<file path="config.mk">
export PLATFORM = sky130hd
export DESIGN_NAME = imm_pack_unit
export DESIGN_NICKNAME = d
export VERILOG_FILES = /design/src/rtl/imm_pack_pkg.sv /design/src/rtl/imm_pack_fifo.sv /design/src/rtl/imm_pack_unit.sv
export SDC_FILE = /design/constraint.sdc
export NUM_CORES = 1
export LEC_CHECK = 0
export ABC_CLOCK_PERIOD_IN_PS = 4120
export BUFFER_PORTS_ARGS = -buffer_cell sky130_fd_sc_hd__buf_4
export CAP_MARGIN = 20
export CORE_MARGIN = 2
export CORE_UTILIZATION = 35
export CTS_BUF_LIST = sky130_fd_sc_hd__clkbuf_16
export DETAILED_ROUTE_END_ITERATION = 6
export PLACE_DENSITY = 0.6
export SYNTH_ARGS = -nofsm -noshare
export SYNTH_HDL_FRONTEND = slang
export SYNTH_HIERARCHICAL = 1
export SYNTH_SLANG_ARGS = --single-unit
</file>
<file path="constraint.sdc">
create_clock -name clk -period 4.12 [get_ports clk]
set_clock_uncertainty 0.1 [all_clocks]
set_input_delay 0.824 -clock clk [delete_from_list [all_inputs] [get_ports clk]]
set_output_delay 0.824 -clock clk [all_outputs]
set_load 0.02 [all_outputs]
</file>
<file path="src/rtl/imm_pack_pkg.sv">
// Shared encodings for the immediate packer: format selects, error codes, NOP word
// and the FIFO entry layout.
package imm_pack_pkg;

  typedef enum logic [2:0] {
    IMM_I = 3'd0,
    IMM_S = 3'd1,
    IMM_B = 3'd2,
    IMM_J = 3'd3,
    IMM_U = 3'd4
  } imm_src_e;

  typedef enum logic [1:0] {
    ERR_NONE    = 2'b00,
    ERR_RANGE   = 2'b01,
    ERR_ALIGN   = 2'b10,
    ERR_ILLEGAL = 2'b11
  } err_e;

  localparam logic [31:0] NOP = 32'h0000_0013;

  typedef struct packed {
    err_e        err;
    logic [31:0] instr;
  } pack_word_t;

  // True when every bit of v selected by mask holds the same value (sign-extension fits).
  function automatic logic bits_uniform(input logic [31:0] v, input logic [31:0] mask);
    return ((v & mask) == mask) || ((v & mask) == 32'h0);
  endfunction

endpackage

</file>
<file path="src/rtl/imm_pack_fifo.sv">
// Synchronous FIFO, head visible the cycle after the first push; push ready is
// count based only, so there is no combinational path from pop to push ready.
module imm_pack_fifo #(
  parameter int DEPTH = 4,
  parameter int W     = 34
) (
  input  logic         clk,
  input  logic         rst_n,
  input  logic         i_push_vld,
  output logic         o_push_rdy,
  input  logic [W-1:0] i_push_dat,
  output logic         o_pop_vld,
  input  logic         i_pop_rdy,
  output logic [W-1:0] o_pop_dat
);

  localparam int AW = $clog2(DEPTH);
  localparam int CW = AW + 1;
  localparam logic [CW-1:0] FULL_CNT = CW'(DEPTH);

  logic [W-1:0]  r_mem [DEPTH];
  logic [AW-1:0] r_wptr;
  logic [AW-1:0] r_rptr;
  logic [CW-1:0] r_cnt;
  logic          w_push;
  logic          w_pop;

  assign o_push_rdy = (r_cnt < FULL_CNT);
  assign o_pop_vld  = (r_cnt != '0);
  assign w_push     = i_push_vld & o_push_rdy;
  assign w_pop      = i_pop_rdy & o_pop_vld;
  // Empty FIFO presents zeros rather than a stale entry.
  assign o_pop_dat  = o_pop_vld ? r_mem[r_rptr] : '0;

  always_ff @(posedge clk) begin
    if (w_push) r_mem[r_wptr] <= i_push_dat;
  end

  always_ff @(posedge clk or negedge rst_n) begin
    if (!rst_n) begin
      r_wptr <= '0;
      r_rptr <= '0;
      r_cnt  <= '0;
    end else begin
      if (w_push) r_wptr <= r_wptr + AW'(1);
      if (w_pop)  r_rptr <= r_rptr + AW'(1);
      case ({w_push, w_pop})
        2'b10:   r_cnt <= r_cnt + CW'(1);
        2'b01:   r_cnt <= r_cnt - CW'(1);
        default: r_cnt <= r_cnt;
      endcase
    end
  end

endmodule

</file>
<file path="src/rtl/imm_pack_unit.sv">
// Validates and packs immediates into RV32I words, buffered in a DEPTH-entry FIFO;
// one cycle accept-to-output when empty, in_ready drops only when the FIFO is full.
module imm_pack_unit
  import imm_pack_pkg::*;
#(
  parameter int DEPTH = 4,
  parameter int CNT_W = 16
) (
  input  logic             clk,
  input  logic             rst_n,
  input  logic             in_valid,
  output logic             in_ready,
  input  logic [6:0]       opcode,
  input  logic [4:0]       rd,
  input  logic [4:0]       rs1,
  input  logic [4:0]       rs2,
  input  logic [2:0]       funct3,
  input  logic [2:0]       ImmSrc,
  input  logic [31:0]      imm,
  output logic             out_valid,
  input  logic             out_ready,
  output logic [31:0]      out_instr,
  output logic [1:0]       out_err,
  output logic [CNT_W-1:0] insn_count,
  output logic [CNT_W-1:0] err_count
);

  logic [31:0]      w_instr;
  err_e             w_err;
  pack_word_t       w_word;
  pack_word_t       w_head;
  logic             w_accept;
  logic [CNT_W-1:0] r_insn_cnt;
  logic [CNT_W-1:0] r_err_cnt;

  // Alignment outranks range; illegal selects bypass both and emit a NOP.
  always_comb begin
    w_instr = NOP;
    w_err   = ERR_NONE;
    case (ImmSrc)
      IMM_I: begin
        w_instr = {imm[11:0], rs1, funct3, rd, opcode};
        if (!bits_uniform(imm, 32'hFFFF_F800)) w_err = ERR_RANGE;
      end
      IMM_S: begin
        w_instr = {imm[11:5], rs2, rs1, funct3, imm[4:0], opcode};
        if (!bits_uniform(imm, 32'hFFFF_F800)) w_err = ERR_RANGE;
      end
      IMM_B: begin
        w_instr = {imm[12], imm[10:5], rs2, rs1, funct3, imm[4:1], imm[11], opcode};
        if (imm[0])                                 w_err = ERR_ALIGN;
        else if (!bits_uniform(imm, 32'hFFFF_F000)) w_err = ERR_RANGE;
      end
      IMM_J: begin
        w_instr = {imm[20], imm[10:1], imm[11], imm[19:12], rd, opcode};
        if (imm[0])                                 w_err = ERR_ALIGN;
        else if (!bits_uniform(imm, 32'hFFF0_0000)) w_err = ERR_RANGE;
      end
      IMM_U: begin
        w_instr = {imm[31:12], rd, opcode};
        if (imm[11:0] != 12'h000) w_err = ERR_RANGE;
      end
      default: begin
        w_instr = NOP;
        w_err   = ERR_ILLEGAL;
      end
    endcase
  end

  assign w_word   = '{err: w_err, instr: w_instr};
  assign w_accept = in_valid & in_ready;

  imm_pack_fifo #(
    .DEPTH (DEPTH),
    .W     ($bits(pack_word_t))
  ) u_fifo (
    .clk        (clk),
    .rst_n      (rst_n),
    .i_push_vld (in_valid),
    .o_push_rdy (in_ready),
    .i_push_dat (w_word),
    .o_pop_vld  (out_valid),
    .i_pop_rdy  (out_ready),
    .o_pop_dat  (w_head)
  );

  assign out_instr = w_head.instr;
  assign out_err   = w_head.err;

  always_ff @(posedge clk or negedge rst_n) begin
    if (!rst_n) begin
      r_insn_cnt <= '0;
      r_err_cnt  <= '0;
    end else if (w_accept) begin
      if (r_insn_cnt != '1) r_insn_cnt <= r_insn_cnt + CNT_W'(1);
      if ((w_err != ERR_NONE) && (r_err_cnt != '1)) r_err_cnt <= r_err_cnt + CNT_W'(1);
    end
  end

  assign insn_count = r_insn_cnt;
  assign err_count  = r_err_cnt;

endmodule

</file>
==> impl_metrics.py <==
metrics = {
    "status": {
        "outcome": "finished clean",
    },
    "place": {
        "gp_congestion": 0.884,
        "hpwl_mm": 12.3,
        "place_ws_ns": 0.987,
        "io_buffers": 131,
        "place_inst": 944,
    },
    "timing": {
        "final_hold_viol_count": 0,
        "setup_slack_ns": 1.02,
        "rsz0062_at_grt": "false",
        "setup_tns_ns": 0,
        "setup_violations": 0,
        "min_period_over_period_pct": 75.3,
        "period_needed_ns": 3.10,
        "worst_pin_slew_ns": 1.03,
        "clock.fmax_ghz": 0.322,
        "drv_slew": 0,
        "max-slew-margin-rel_pct": 31.3,
    },
    "yosys": {
        "yosys.cell_types.count": 46,
        "ys.flop_type": "edfxtp_1",
        "syn_area_um2": 8090,
        "synth.largest_area_cell": "edfxtp_1",
        "async_flop_share_pct": 22.3,
        "ys_seq_area_share_pct": 62.6,
        "synthTopCellsByArea": "edfxtp_1 51%, dfrtp_1 12%, mux4_2 7.8%",
        "synth.top_cell.area_share_pct": 50.5,
        "synth_seq_cells": 175,
        "syn_nets": 625,
        "synth_edf_count": 136,
        "synth_area_per_cell_um2": 14.6,
        "yosysWarnings": 6,
        "syn_inst": 553,
    },
    "power_and_ir_drop": {
        "p_int_mw": 4.17,
        "vdd_drop_max_v": 0.000318,
        "power_frac_clock_pct": 25.4,
        "pwr-share-seq_pct": 38.1,
        "switching_share_pct": 33.0,
        "leakagePower_nw": 3.73,
        "power_density_nw_per_um2": 629,
        "power_mw": 6.21,
        "p_comb_share_pct": 36.5,
        "p_switching_mw": 2.05,
    },
    "critical_path": {
        "path_class": "register to output port",
        "critical_path_required_ns": 3.20,
        "critPathSlowestCell": "dfrtp_1",
        "setup.worst_path.start_class": "register",
        "end_kind": "output port",
        "path_max_fanout": 28,
        "crit_chain": "buf_4 > mux4_2 > and2_1 > buf_4",
        "cpMostUsedCell": "buf_4",
        "cpPeakStageDelay_ns": 0.55,
        "cp.arrival_ns": 2.18,
    },
    "clock_network": {
        "cts_resized": 0,
        "cts_inserted_buffers": 17,
        "post-cts-setup-buffer-count": 0,
        "ctsHoldBuffers": 0,
        "cts_max_level": 4,
        "clkLatencyLatePin_ns": 0.42,
        "tritoncts": "done",
        "max-clock-path-buffers": 2,
        "path_clk_slew_ns": 0.07,
        "cts-root-buf": "clkbuf_16",
        "cts.sinks": 175,
    },
    "cells_and_area": {
        "final_cells": 976,
        "drive_above_1_share_pct": 30.2,
        "utilization_pct": 43.6,
        "final_common_cell": "buf_4",
        "final_nets": 750,
        "area.growth.synth_to_final_pct": 22.1,
        "seq_area_um2": 5060,
        "fill_cells": 2038,
        "multi_input_area_um2": 2780,
        "num_antenna_cells": 0,
        "layout_common_cells": "137 x buf_4, 136 x edfxtp_1, 46 x and2_1, 38 x dfrtp_1, 29 x xnor2_1",
    },
    "floorplanning": {
        "dieArea_um2": 24300,
        "num_rows": 55,
        "fp.dieH_um": 156,
        "design.core.area_um2": 22600,
        "ios": 132,
        "die_w_um": 156,
        "start_util_pct": 35.7,
    },
    "global_routing": {
        "antenna_found_initial": 0,
        "grt_pass1_wl_mm": 28.3,
        "overflow": 0,
        "grt_pass1_vias": 5371,
        "track_usage_pct": 15.3,
        "grt_start_max_net_pins": 48,
    },
    "routing": {
        "avgViaCountPerCell": 5.22,
        "drt-pass1-iter-count": 5,
        "first_iter_violations": 275,
        "num_vias": 5093,
        "wl_per_cell_um": 18.5,
        "ant_nets": 0,
        "drt_wl_total_mm": 18.0,
        "drc": 0,
    },
    "worst_hold_path": {
        "min_path_type": "primary input to async pin",
    },
    "flow_run": {
        "cap_violations": 0,
    },
}
## metal layers
metal | part of all wire [%] | vias up | track usage (%)
met5 | 0 | - | 0
met1 | 41 | 2584 | 18.1
met4 | 2.4 | 0 | 5.64
li1 | - | 2337 | -
met2 | 52 | 134 | 27.1
met3 | 4.9 | 38 | 3.56
## state kept, by name, indices dropped and copies added, names as in the netlist
register,count
u_fifo/r_rptr,2
insn_count,16
u_fifo/r_mem,136
u_fifo/r_wptr,2
u_fifo/r_cnt,3
err_count,16
## logic make-up after synthesis
group           count (synthesis)  synth area share, %
simple gates                  175                 12.8
flops                         175                 62.6
compound gates                 62                 4.67
mux                            50                 11.8
buf+inv                        49                 3.14
xor+xnor                       34                 3.68
fa+ha+maj                       8                 1.33
## worst paths after layout
kind                             startpoint                to  slack (ns)  depth (start not counted)
min reg2reg                  insn_count[11]    insn_count[11]        0.40                          1
max                        u_fifo/r_rptr[1]     out_instr[22]        1.02                          4
max reg2reg                   insn_count[2]     insn_count[1]        1.77                          6
min in group clk             insn_count[11]    insn_count[11]        0.40                          1
min                                   rst_n    insn_count[15]        0.26                          1
max in group asynchronous             rst_n  u_fifo/r_rptr[0]        3.27                          1
## synth_stat cells, types with 14 or more instances
library cell / number
edfxtp_1: 136
and2_1: 50
dfrtp_1: 39
xnor2_1: 29
mux4_2: 28
a21oi_1: 25
nand3_1: 20
nor2b_1: 20
nand4_1: 19
inv_1: 18
nand2_1: 17
clkbuf_1: 15
and3_1: 14
## worst max-delay path: cells and delay by family, from the launching register on
| family | cells | cell delay (ns) |
|---|---|---|
| buffers and inverters | 2 | 0.62 |
| AND/OR/NAND/NOR | 1 | 0.18 |
| flip-flops | 1 | 0.55 |
| multiplexers | 1 | 0.39 |
## power by group through the flow
stage	sequential (mW)	combinational [mW]	clock (mW)
finish	2.37	2.27	1.58
global placement	2.39	2.30	0
global route	2.41	2.45	1.70
floorplan	2.42	1.48	0
detailed placement	2.41	2.33	0
CTS	2.38	2.33	1.61
## per-stage QoR
stage | cell area [µm²] | hold slack, ns
after floorplan | 8090 | 0.362
after global placement | 9290 | 0.375
after detailed placement | 9290 | 0.386
after CTS | 9870 | 0.285
after global routing | 9870 | 0.301
final | 9870 | 0.265
## area by class of cell
class / instances / share of cell area, %
timing repair buffer: 137 / 10.4
clock buffer: 17 / 4.31
multi-input combinational: 329 / 28.1
inverter: 18 / 0.684
sequential: 175 / 51.3
clock inverter: 15 / 1.57
tap: 285 / 3.61
(Power assumes the default switching activity.)
